==> src/rtl/core_writeback_arbiter_if.sv <==
// Writeback bus between execution units and the arbiter.
// EUs drive the master side; the arbiter sits on the slave side.
interface core_writeback_arbiter_if #(
  parameter int NUM_REQ   = 5,
  parameter int NUM_PORTS = 2,
  parameter int REG_BITS  = 4,
  parameter int DATA_BITS = 32
);
  logic [NUM_REQ-1:0]             in_valid;
  logic [NUM_REQ*REG_BITS-1:0]    in_rd;
  logic [NUM_REQ*DATA_BITS-1:0]   in_value;
  logic [NUM_REQ-1:0]             in_ready;
  logic [NUM_PORTS-1:0]           wr_en;
  logic [NUM_PORTS*REG_BITS-1:0]  wr_rd;
  logic [NUM_PORTS*DATA_BITS-1:0] wr_value;
  logic [(2**REG_BITS)-1:0]       pend_mask;
  logic                           wb_stall_branch;

  modport master (
    output in_valid,
    output in_rd,
    output in_value,
    input  in_ready,
    input  wr_en,
    input  wr_rd,
    input  wr_value,
    input  pend_mask,
    input  wb_stall_branch
  );

  modport slave (
    input  in_valid,
    input  in_rd,
    input  in_value,
    output in_ready,
    output wr_en,
    output wr_rd,
    output wr_value,
    output pend_mask,
    output wb_stall_branch
  );
endinterface

==> src/rtl/core_writeback_arbiter.sv <==
// Round-robin writeback arbiter: per-EU holding buffers drained
// onto registered register-file write ports.
module core_writeback_arbiter #(
  parameter int NUM_REQ   = 5,
  parameter int NUM_PORTS = 2,
  parameter int REG_BITS  = 4,
  parameter int DATA_BITS = 32
) (
  input  logic                   clk,
  input  logic                   rst_n,
  core_writeback_arbiter_if.slave bus
);
  localparam int PTR_W = $clog2(NUM_REQ);
  localparam int MSK_W = 2**REG_BITS;

  logic [NUM_REQ-1:0]   buf_valid;
  logic [REG_BITS-1:0]  buf_rd    [NUM_REQ];
  logic [DATA_BITS-1:0] buf_value [NUM_REQ];
  logic [PTR_W-1:0]     rr_ptr;

  logic [NUM_REQ-1:0]   grant;
  logic [1:0]           win_vld;
  logic [PTR_W-1:0]     win_idx [2];
  logic [PTR_W-1:0]     last_idx;
  logic [PTR_W-1:0]     next_ptr;
  logic [PTR_W:0]       scan_sum;
  logic [PTR_W-1:0]     scan_idx;

  logic [NUM_PORTS-1:0]           wr_en_q;
  logic [NUM_PORTS*REG_BITS-1:0]  wr_rd_q;
  logic [NUM_PORTS*DATA_BITS-1:0] wr_value_q;
  logic [MSK_W-1:0]               pend;

  // Scan from rr_ptr; port 1 takes the next entry with a different rd.
  always_comb begin
    grant      = '0;
    win_vld    = '0;
    win_idx[0] = '0;
    win_idx[1] = '0;
    last_idx   = '0;
    scan_sum   = '0;
    scan_idx   = '0;
    for (int k = 0; k < NUM_REQ; k++) begin
      scan_sum = {1'b0, rr_ptr} + (PTR_W+1)'(k);
      if (scan_sum >= (PTR_W+1)'(NUM_REQ))
        scan_sum = scan_sum - (PTR_W+1)'(NUM_REQ);
      scan_idx = scan_sum[PTR_W-1:0];
      if (buf_valid[scan_idx]) begin
        if (!win_vld[0]) begin
          win_vld[0]      = 1'b1;
          win_idx[0]      = scan_idx;
          grant[scan_idx] = 1'b1;
          last_idx        = scan_idx;
        end else if (NUM_PORTS > 1 && !win_vld[1] &&
                     buf_rd[scan_idx] != buf_rd[win_idx[0]]) begin
          win_vld[1]      = 1'b1;
          win_idx[1]      = scan_idx;
          grant[scan_idx] = 1'b1;
          last_idx        = scan_idx;
        end
      end
    end
  end

  assign next_ptr = (last_idx == PTR_W'(NUM_REQ-1)) ?
                    '0 : last_idx + PTR_W'(1);

  always_ff @(posedge clk or negedge rst_n) begin
    if (!rst_n) begin
      buf_valid <= '0;
      rr_ptr    <= '0;
      for (int i = 0; i < NUM_REQ; i++) begin
        buf_rd[i]    <= '0;
        buf_value[i] <= '0;
      end
    end else begin
      for (int i = 0; i < NUM_REQ; i++) begin
        if (bus.in_valid[i] && bus.in_ready[i]) begin
          buf_valid[i] <= 1'b1;
          buf_rd[i]    <= bus.in_rd[i*REG_BITS +: REG_BITS];
          buf_value[i] <= bus.in_value[i*DATA_BITS +: DATA_BITS];
        end else if (grant[i]) begin
          buf_valid[i] <= 1'b0;
        end
      end
      if (|grant)
        rr_ptr <= next_ptr;
    end
  end

  always_ff @(posedge clk or negedge rst_n) begin
    if (!rst_n) begin
      wr_en_q    <= '0;
      wr_rd_q    <= '0;
      wr_value_q <= '0;
    end else begin
      for (int p = 0; p < NUM_PORTS; p++) begin
        wr_en_q[p] <= win_vld[p];
        if (win_vld[p]) begin
          wr_rd_q[p*REG_BITS +: REG_BITS] <=
            buf_rd[win_idx[p]];
          wr_value_q[p*DATA_BITS +: DATA_BITS] <=
            buf_value[win_idx[p]];
        end
      end
    end
  end

  always_comb begin
    pend = '0;
    for (int i = 0; i < NUM_REQ; i++)
      if (buf_valid[i])
        pend[buf_rd[i]] = 1'b1;
    for (int p = 0; p < NUM_PORTS; p++)
      if (wr_en_q[p])
        pend[wr_rd_q[p*REG_BITS +: REG_BITS]] = 1'b1;
  end

  assign bus.in_ready        = ~buf_valid | grant;
  assign bus.wb_stall_branch = ~bus.in_ready[2];
  assign bus.wr_en           = wr_en_q;
  assign bus.wr_rd           = wr_rd_q;
  assign bus.wr_value        = wr_value_q;
  assign bus.pend_mask       = pend;

endmodule

==> src/flat_wrapper.sv <==
// flat-port wrapper written by rule: the top's interface ports become plain ports
module core_writeback_arbiter_flat 
#(
  parameter int NUM_REQ   = 5,
  parameter int NUM_PORTS = 2,
  parameter int REG_BITS  = 4,
  parameter int DATA_BITS = 32
)
  (clk, rst_n, bus_in_valid, bus_in_rd, bus_in_value, bus_in_ready, bus_wr_en, bus_wr_rd, bus_wr_value, bus_pend_mask, bus_wb_stall_branch);
  core_writeback_arbiter_if #(.NUM_REQ(NUM_REQ), .NUM_PORTS(NUM_PORTS), .REG_BITS(REG_BITS), .DATA_BITS(DATA_BITS)) bus_i ();
  input  logic clk;
  input  logic rst_n;
  input wire logic [$bits(bus_i.in_valid)-1:0] bus_in_valid;
  input wire logic [$bits(bus_i.in_rd)-1:0] bus_in_rd;
  input wire logic [$bits(bus_i.in_value)-1:0] bus_in_value;
  output wire logic [$bits(bus_i.in_ready)-1:0] bus_in_ready;
  output wire logic [$bits(bus_i.wr_en)-1:0] bus_wr_en;
  output wire logic [$bits(bus_i.wr_rd)-1:0] bus_wr_rd;
  output wire logic [$bits(bus_i.wr_value)-1:0] bus_wr_value;
  output wire logic [$bits(bus_i.pend_mask)-1:0] bus_pend_mask;
  output wire logic [$bits(bus_i.wb_stall_branch)-1:0] bus_wb_stall_branch;
  assign bus_i.in_valid = bus_in_valid;
  assign bus_i.in_rd = bus_in_rd;
  assign bus_i.in_value = bus_in_value;
  assign bus_in_ready = bus_i.in_ready;
  assign bus_wr_en = bus_i.wr_en;
  assign bus_wr_rd = bus_i.wr_rd;
  assign bus_wr_value = bus_i.wr_value;
  assign bus_pend_mask = bus_i.pend_mask;
  assign bus_wb_stall_branch = bus_i.wb_stall_branch;
  core_writeback_arbiter #(.NUM_REQ(NUM_REQ), .NUM_PORTS(NUM_PORTS), .REG_BITS(REG_BITS), .DATA_BITS(DATA_BITS)) u_core (.clk(clk), .rst_n(rst_n), .bus(bus_i));
endmodule
==> config.mk <==
export PLATFORM = sky130hd
export DESIGN_NAME = core_writeback_arbiter_flat
export DESIGN_NICKNAME = d
export VERILOG_FILES = /design/src/rtl/core_writeback_arbiter_if.sv /design/src/rtl/core_writeback_arbiter.sv /design/src/flat_wrapper.sv
export SDC_FILE = /design/constraint.sdc
export NUM_CORES = 1
export LEC_CHECK = 0
export CAP_MARGIN = 20
export CORE_MARGIN = 2
export CORE_UTILIZATION = 55
export CTS_CLUSTER_SIZE = 30
export DETAILED_ROUTE_END_ITERATION = 10
export PLACE_DENSITY_LB_ADDON = 0.3
export SLEW_MARGIN = 20
export SYNTH_ARGS = -nofsm -noshare
export SYNTH_HDL_FRONTEND = slang
export SYNTH_SLANG_ARGS = --single-unit
==> constraint.sdc <==
create_clock -name clk -period 14.7 [get_ports clk]
set_input_delay 1.47 -clock clk [delete_from_list [all_inputs] [get_ports clk]]
set_output_delay 1.47 -clock clk [all_outputs]
set_load 0.005 [all_outputs]
# Word-level counts from Yosys, hierarchy flattened
# Index checks and enable logic that the tools add are counted.
[totals]
regBits = 262
inputBits = 187
[op_classes]
add_sub_neg = 10
order_cmp = 39
eq_ne = 5
mux = 149
bitwise = 23
n_reduce_logical = 31
[op_table]
columns = ["op", "n"]
rows = [
  ["$bmux 32 s3", 2],
  ["$mux 32", 4],
  ["$bmux 4 s3", 10],
  ["$mux 16", 7],
  ["$or 16x16->16", 6],
  ["$mux 3", 31],
  ["$mux 4", 20],
  ["$mux 5", 13],
  ["$ge 4x4->1 const B", 10],
  ["$not 3->4", 10],
  ["$mux 1", 36],
  ["$lt 4x5->1 const B", 7],
  ["$mux 6", 5],
  ["$demux 1 s4", 7],
  ["$ge 4x1->1 const B", 7],
  ["$or 5x5->5", 5],
  ["$logic_and 1x1->1", 21],
  ["$lt 3x4->1 const B", 5],
  ["$ge 4x3->1 const B", 4],
  ["$ne 4x4->1", 4],
  ["$bmux 1 s3", 5],
  ["$demux 1 s3", 5],
  ["$ge 3x1->1 const B", 5],
  ["$sub 3x3->3 const B", 5],
  ["13 further kinds", 23],
]

# Logic depth before layout (Yosys ltp)
# Gate-level depths: netlist of the first run.
[depth]
word_depth = 45
ltp_mapped = 26
mapped_depth_nobuf = 23

# Worst setup path before layout of the first run
# Ideal clock, no wire load.
[synth_path]
path_kind = "reg2out"
from = "register u_core.rr_ptr[0]"
to = "output port bus_in_ready[1]"
arrival_ns = 4.987
required_ns = 13.230
setup_slack_ns = 8.243
path_stages_with_launch = 21
n_path_buf = 3
cell_sequence = "dfrtp_1 buf_2 inv_2 ha_1 ha_1 clkbuf_1 nor4b_1 or3_1 o211ai_1 o31a_1 o211ai_1 or3_1 buf_2 nand2_1 mux2i_1 mux2i_1 a311o_1 a31oi_1 o211ai_4 a2111oi_4 or2_2"
[synth_between]
elab_chain_len = 30
elab_cells_between_ends = 132
cone_classes = "add/sub: 9; order compare: 15; eq/ne: 4; mux: 79; bitwise: 13; reduce/logical: 12"
[synth_lines]
columns = ["item", "line", "text"]
rows = [
  ["start, declared", "core_writeback_arbiter.sv:19", "logic [PTR_W-1:0] rr_ptr;"],
  ["start signal, assigned", "core_writeback_arbiter.sv:87", "rr_ptr <= next_ptr;"],
  ["$sub 3x3->3 / $ge 3x3->1 (equally long branches)", "core_writeback_arbiter.sv:46, core_writeback_arbiter.sv:45", ""],
  ["$mux 3", "core_writeback_arbiter.sv:45", "if (scan_sum >= (PTR_W+1)'(NUM_REQ))"],
  ["$bmux 1 s3", "core_writeback_arbiter.sv:48", "if (buf_valid[scan_idx]) begin"],
  ["$mux 1 (not written as such)", "core_writeback_arbiter.sv:48", ""],
  ["$mux 6", "core_writeback_arbiter.sv:48", ""],
  ["$not 3->4 (not written as such)", "core_writeback_arbiter.sv:55", "buf_rd[scan_idx] != buf_rd[win_idx[0]]) begin"],
  ["$bmux 4 s3", "core_writeback_arbiter.sv:55", ""],
  ["$mux 4 (not written as such) (2 in series)", "core_writeback_arbiter.sv:55", ""],
  ["[13 not listed]", "--", ""],
  ["$mux 1", "core_writeback_arbiter.sv:49", "if (!win_vld[0]) begin"],
  ["$mux 2", "core_writeback_arbiter.sv:48", ""],
  ["$logic_not 1->1", "core_writeback_arbiter.sv:54", "end else if (NUM_PORTS > 1 && !win_vld[1] &&"],
  ["$logic_and 1x1->1", "core_writeback_arbiter.sv:54", ""],
  ["$mux 5", "core_writeback_arbiter.sv:54", ""],
  ["$mux 5", "core_writeback_arbiter.sv:49", ""],
  ["$mux 5 (*)", "core_writeback_arbiter.sv:48", ""],
  ["$or 5x5->5 (*)", "core_writeback_arbiter.sv:119", "assign bus.in_ready = ~buf_valid | grant;"],
  ["end, declared", "flat_wrapper.sv:16", "output wire logic [$bits(bus_i.in_ready)-1:0] bus_in_ready;"],
]
# Mark *: on every way between the ends. The rest lies on a longest branch, timed or not. The select of a mux whose other input is x is not followed.

# Final worst setup path of the first run
[layout_path]
from = "register u_core.rr_ptr[2]"
to = "output port bus_in_ready[1]"
# The elaborated chain is that of the path after synthesis.

==> results of run 1 <==
[flip-flops by register name, indices dropped and copies added, names as in the netlist]
signal / count
u_core.buf_value: 160
u_core.bus.wr_value: 64
u_core.buf_rd: 20
u_core.bus.wr_rd: 8
u_core.buf_valid: 5
u_core.rr_ptr: 3
u_core.bus.wr_en: 2
[critical path, cell delays in order (launching register included)]
cell	delay (ps)
dfrtp_1	950
inv_1	310
ha_1	1060
a2bb2oi_1	540
nand3_1	380
a32oi_1	800
a2111oi_0	250
a221oi_1	300
mux2i_1	140
o21ai_0	320
nand4_1	170
o211ai_2	400
nor2_1	150
a221oi_1	420
o21ai_1	220
or2_2	340
clkdlybuf4s50_1	490
[per-stage QoR]
step	setup WS (ps)	std cells	utilization (%)
5_1_grt	4909	2655	68.30
6_report	5384	2656	68.31
3_3_place_gp	6267	2597	64.82
3_5_place_dp	6224	2597	64.82
2_1_floorplan	8243	2012	-
4_1_cts	5578	2652	68.19
[final cells by class]
cell class	count	area, um^2	share of cell area [%]
antenna	2	5.005	0.02174
clock buffer	37	837.1	3.636
clock inverter	18	299.0	1.299
inverter	64	240.2	1.044
multi-input combinational	1496	11310	49.13
sequential	262	6556	28.48
tap	448	560.5	2.435
timing repair buffer	329	3213	13.96
[synth_stat cells (8+ instances only)]
master,n,area [um^2]
or2_2,9,56.30
o32ai_1,40,350.3
a32oi_1,12,105.1
nand3_1,47,235.2
a221oi_1,11,96.34
and2_1,8,50.05
nor3_1,27,135.1
a22oi_1,57,427.9
o2111ai_1,38,332.8
a31oi_1,13,81.33
and3_1,17,106.4
mux2_1,34,382.9
o22ai_1,23,143.9
a211oi_1,54,405.4
nand2_1,168,630.6
a211o_1,9,78.83
nand4_1,18,112.6
buf_1,9,33.78
buf_4,16,120.1
dfrtp_1,262,6556
o31ai_1,10,75.07
mux2i_1,74,740.7
mux2_4,88,1321
nor3b_1,8,60.06
o31a_1,8,70.07
xnor2_1,19,166.4
buf_2,22,110.1
or3_1,8,50.05
ha_1,10,125.1
o21ai_0,81,405.4
a21oi_1,107,535.5
nor2_1,141,529.3
o211ai_1,52,390.4
nor2b_1,11,68.82
o21ai_1,8,40.04
mux2_2,65,732.0
nand2b_1,23,143.9
clkbuf_1,133,499.2
inv_1,58,217.7
a311oi_1,43,376.6
o221a_2,33,371.6
[worst max-delay path by stage]
stage	cells past startpoint	start	to	slack [ps]
2_1_floorplan	20	u_core.rr_ptr[0]$_DFFE_PN0P_	bus_in_ready[1]	8240
3_3_place_gp	20	u_core.rr_ptr[0]$_DFFE_PN0P_	bus_wb_stall_branch	6270
3_5_place_dp	20	u_core.rr_ptr[0]$_DFFE_PN0P_	bus_in_ready[4]	6220
4_1_cts	20	u_core.rr_ptr[0]$_DFFE_PN0P_	bus_in_ready[0]	5580
5_1_grt	16	u_core.rr_ptr[2]$_DFFE_PN0P_	bus_in_ready[1]	4910
6_report	16	u_core.rr_ptr[2]$_DFFE_PN0P_	bus_in_ready[1]	5380
[cell families after synthesis]
| group | after synthesis | share of synthesized area [%] |
|---|---|---|
| compound gates | 688 | 27.72 |
| buf+inv | 254 | 6.045 |
| flops | 262 | 34.69 |
| mux | 263 | 17.05 |
| fa+ha+maj | 11 | 0.7680 |
| xor+xnor | 23 | 1.066 |
| simple gates | 511 | 12.66 |
[routing by layer]
layer  vias up  global-route usage (%)
met2      1548                   64.29
met5         -                       0
li1       8049                       -
met3       337                   10.34
met4         4                   18.16
met1      9350                   55.49
==> key figures, run 1 <==
Run status
  – Status: completed

STA
  – Final hold slack: 522.6 ps
  – Fmax: 0.1073 GHz
  – RSZ-0062 raised after global routing: false
  – Final period utilization: 63.37%
  – Setup tns final: 0 ps
  – Tightest Pin Transition: 1257 ps
  – Crit path time final: 9316 ps
  – Fin. Hold Viols: 0
  – Clock skew: 27.79 ps
  – Fin. max-slew vios: 0
  – Rel. slew slack: 15.57%
  – Final setup fails: 0

Clock tree
  – CTS buffer count: 30
  – Resize count post-CTS: 0
  – Clk sinks: 262
  – Clk buf depth: 3
  – Root buffer cell: clkbuf_16
  – Worst skew pair latency: 610 ps
  – Hold-fix buffers, CTS: 0
  – CTS tree: yes
  – H-tree levels: 1
  – Clk pin slew, worst setup/hold paths: 70 ps
  – Post-CTS Setup Inserts: 0

Critical path
  – Required @ worst endpoint: 13230 ps
  – Setup crit end kind: output port
  – Crit Path Max Fanout: 30
  – Capturing point of the worst reg2reg path: u_core.bus.wr_value[38]$_DFFE_PN0P_
  – Flop2flop setup slack: 6180 ps
  – CP Class: reg -> out
  – FF-to-FF Start: u_core.rr_ptr[0]$_DFFE_PN0P_
  – CP Launch Type: flip-flop
  – Critical Path AT: 7850 ps
  – R2r worst-path depth: 24

Logic synthesis
  – Synthesized flop and latch total: 262
  – Post-synthesis cell type count: 106
  – Synthesized area: 0.01890 mm^2
  – Number of synthesized flops with an enable pin: 0
  – Avg Cell Area, Syn: 9.393 um^2
  – Async set or reset register ratio after synthesis: 100.0%
  – Primary FF master, synth: dfrtp_1
  – Syn Inst Count: 2012
  – Syn_nets: 2210
  – Post-synthesis sequential area ratio: 34.69%
  – Synth warn: 0

Die
  – Width of the die: 189.4 um
  – Core region area: 0.03370 mm^2
  – Num rows: 67
  – Die area: 0.03586 mm^2
  – Initial core utilization: 56.08%
  – Die Span Y: 189.4 um
  – Ports: 283

Route
  – Detail Route Antenna Nets: 0
  – Total number of vias: 19290
  – DR top layer: met5
  – First-pass iteration count of the detailed router: 7
  – Initial DRC count: 2503
  – Final wirelength: 76.31 mm
  – Met1 WL: 29.27 mm
  – WL met3: 9.203 mm
  – Routed wire length on met2: 33.88 mm
  – Remaining DRCs: 0
  – Wire length per cell: 28.73 um
  – Drt via density: 7.262

Layout
  – Area growth syn-to-layout: 21.82%
  – Most frequent cells in the layout: clkdlybuf4s50_1 (281), dfrtp_1 (262), nand2_1 (167)
  – Final nets: 2381
  – Share of layout cells above drive strength 1: 15.68%
  – Most common cell after layout, fill and taps aside: clkdlybuf4s50_1
  – Final Instance Area: 0.02302 mm^2
  – # fillers: 2606

Worst hold path
  – WHS Endpoint: u_core.buf_value[76]$_DFFE_PN0P_
  – Worst Hold Class: reg -> reg
  – Hold Path Cell Cnt: 1
  – Hold Path Origin: u_core.buf_value[76]$_DFFE_PN0P_

Flow run
  – Max-Cap Viols: 0

Placement
  – Placer Congestion: 1.031
  – Port Buffers: 282
  – Post-DP Area: 0.02184 mm^2
  – Dpl hpwl: 49.74 mm

Global route
  – Total congestion overflow: 0
  – First-pass GRT wire length: 115.1 mm
  – Antenna violations before repair: 5
  – Largest net degree at the start of global routing: 165
  – Total track usage: 41.58%
  – Vias in the first global route: 18850
Power of run 1 is not shown: default switching activity piles up to over one toggle a cycle in this logic, so the estimate is an artifact.
==> run 2, diff against run 1 <==
Settings changed: CORE_UTILIZATION 55 to 50.
Clock period 14.7 ns to 7.92 ns, I/O delays scaled along.
==> key figures, run 2 (synthesized netlist as in run 1, its figures left out) <==
Run status
  – Status: completed

Clock tree
  – CTS tree: yes
  – Post-CTS Setup Inserts: 0
  – Clk sinks: 262
  – Clk buf depth: 3
  – CTS buffer count: 29
  – H-tree levels: 1
  – Clk pin slew, worst setup/hold paths: 60 ps
  – Worst skew pair latency: 600 ps
  – Root buffer cell: clkbuf_16

Layout
  – Most frequent cells in the layout: clkdlybuf4s50_1 (281), dfrtp_1 (260), nand2_1 (167)
  – # fillers: 3147
  – Largest reg by FF count: u_core.buf_value
  – Final nets: 2399
  – Share of layout cells above drive strength 1: 16.68%
  – Area growth syn-to-layout: 23.25%
  – Max reg flops: 160
  – Most common cell after layout, fill and taps aside: clkdlybuf4s50_1

Route
  – Initial DRC count: 2163
  – Routed wire length on met2: 35.02 mm
  – Detail Route Antenna Nets: 0
  – WL met3: 7.436 mm
  – Remaining DRCs: 0
  – Met1 WL: 30.42 mm
  – DR top layer: met5
  – Final wirelength: 77.13 mm
  – Drt via density: 6.871
  – Total number of vias: 18820
  – Wire length per cell: 28.16 um
  – First-pass iteration count of the detailed router: 5

Die
  – Num rows: 71
  – Core region area: 0.03740 mm^2
  – Die Span Y: 198.4 um
  – Width of the die: 198.4 um
  – Initial core utilization: 50.53%
  – Die area: 0.03937 mm^2
  – Ports: 283

STA
  – Fin. Hold Viols: 0
  – Final setup fails: 0
  – Fin. max-slew vios: 0
  – Clock skew: 57.64 ps
  – Setup tns final: 0 ps
  – Final period utilization: 96.59%
  – RSZ-0062 raised after global routing: false
  – Tightest Pin Transition: 1134 ps
  – Rel. slew slack: 24.42%
  – Crit path time final: 7650 ps
  – Fmax: 0.1307 GHz

Global route
  – Largest net degree at the start of global routing: 107
  – Total congestion overflow: 0
  – Antenna violations before repair: 4
  – First-pass GRT wire length: 115.7 mm
  – Total track usage: 38.65%
  – Vias in the first global route: 18720

Critical path
  – CP Launch Type: flip-flop
  – Critical Path AT: 6860 ps
  – Required @ worst endpoint: 7130 ps
  – R2r worst-path depth: 18
  – CP Class: reg -> out
  – Setup crit end kind: output port
  – Crit Path Max Fanout: 14

Placement
  – Dpl hpwl: 52.55 mm
  – Port Buffers: 282
  – Placer Congestion: 1.044

Flow run
  – Max-Cap Viols: 0

Worst hold path
  – Worst Hold Class: in -> async
## run 2: worst paths after layout
check,startpoint,end,slack [ps]
min,rst_n,u_core.buf_rd[5]$_DFFE_PN0P_,280
max,u_core.rr_ptr[1]$_DFFE_PN0P_,bus_in_ready[1],270
min in group clk,u_core.buf_value[76]$_DFFE_PN0P_,u_core.buf_value[76]$_DFFE_PN0P_,520
min reg2reg,u_core.buf_value[76]$_DFFE_PN0P_,u_core.buf_value[76]$_DFFE_PN0P_,520
max in group asynchronous,rst_n,u_core.bus.wr_value[45]$_DFFE_PN0P_,6330
max reg2reg,u_core.rr_ptr[1]$_DFFE_PN0P_,u_core.buf_rd[12]$_DFFE_PN0P_,1050
## run 2: cell type report
type / count / area (um^2) / area share [%]
diodes: 4 / 10.01 / 0.04297
well taps: 511 / 639.4 / 2.745
clock inverters: 10 / 182.7 / 0.7843
clock buffers: 44 / 902.1 / 3.873
multi-input cells: 1496 / 11350 / 48.71
flip-flops and latches: 262 / 6559 / 28.16
repair buffers: 348 / 3413 / 14.65
inverters: 64 / 240.2 / 1.031
## run 2: critical path: stages, from the launching register on
cell and delay, ps:
dfrtp_2 550, inv_1 250, ha_1 400, a221oi_2 440
mux2i_4 450, o211ai_1 280, and3_4 270, o32ai_4 580
mux2i_1 290, mux2_4 330, o31ai_4 260, nand4_1 140
o211ai_2 370, nor2_1 150, a221oi_1 470, o21ai_1 230
or2_2 340, clkdlybuf4s50_1 500
## run 2: layer usage
layer	global-route usage, %	vias to the layer above
li1	-	8094
met3	8.359	272
met4	19.29	4
met1	50.73	9291
met5	0	-
met2	60.49	1160
## run 2: per-stage QoR
stage	instance area, um^2	util (%)	hold slack, ps	setup slack [ps]	std cells
after floorplan	18900	-	479.9	2141	2012
after global placement	22120	59.13	496.8	390.4	2680
after detailed placement	22140	59.21	503.9	324.8	2681
after CTS	23240	62.13	298.2	3.848	2735
after global routing	23280	62.25	347.9	59.95	2735
final	23290	62.28	275.2	270.4	2739
## run 2: what timing repair did
action,4_1_cts,5_1_grt
endpoints found under the setup margin,6,6
gates resized for setup,3,8
hold buffers,0,0
hold endpoints to repair,0,0
Power of run 2 is left out for the same reason.
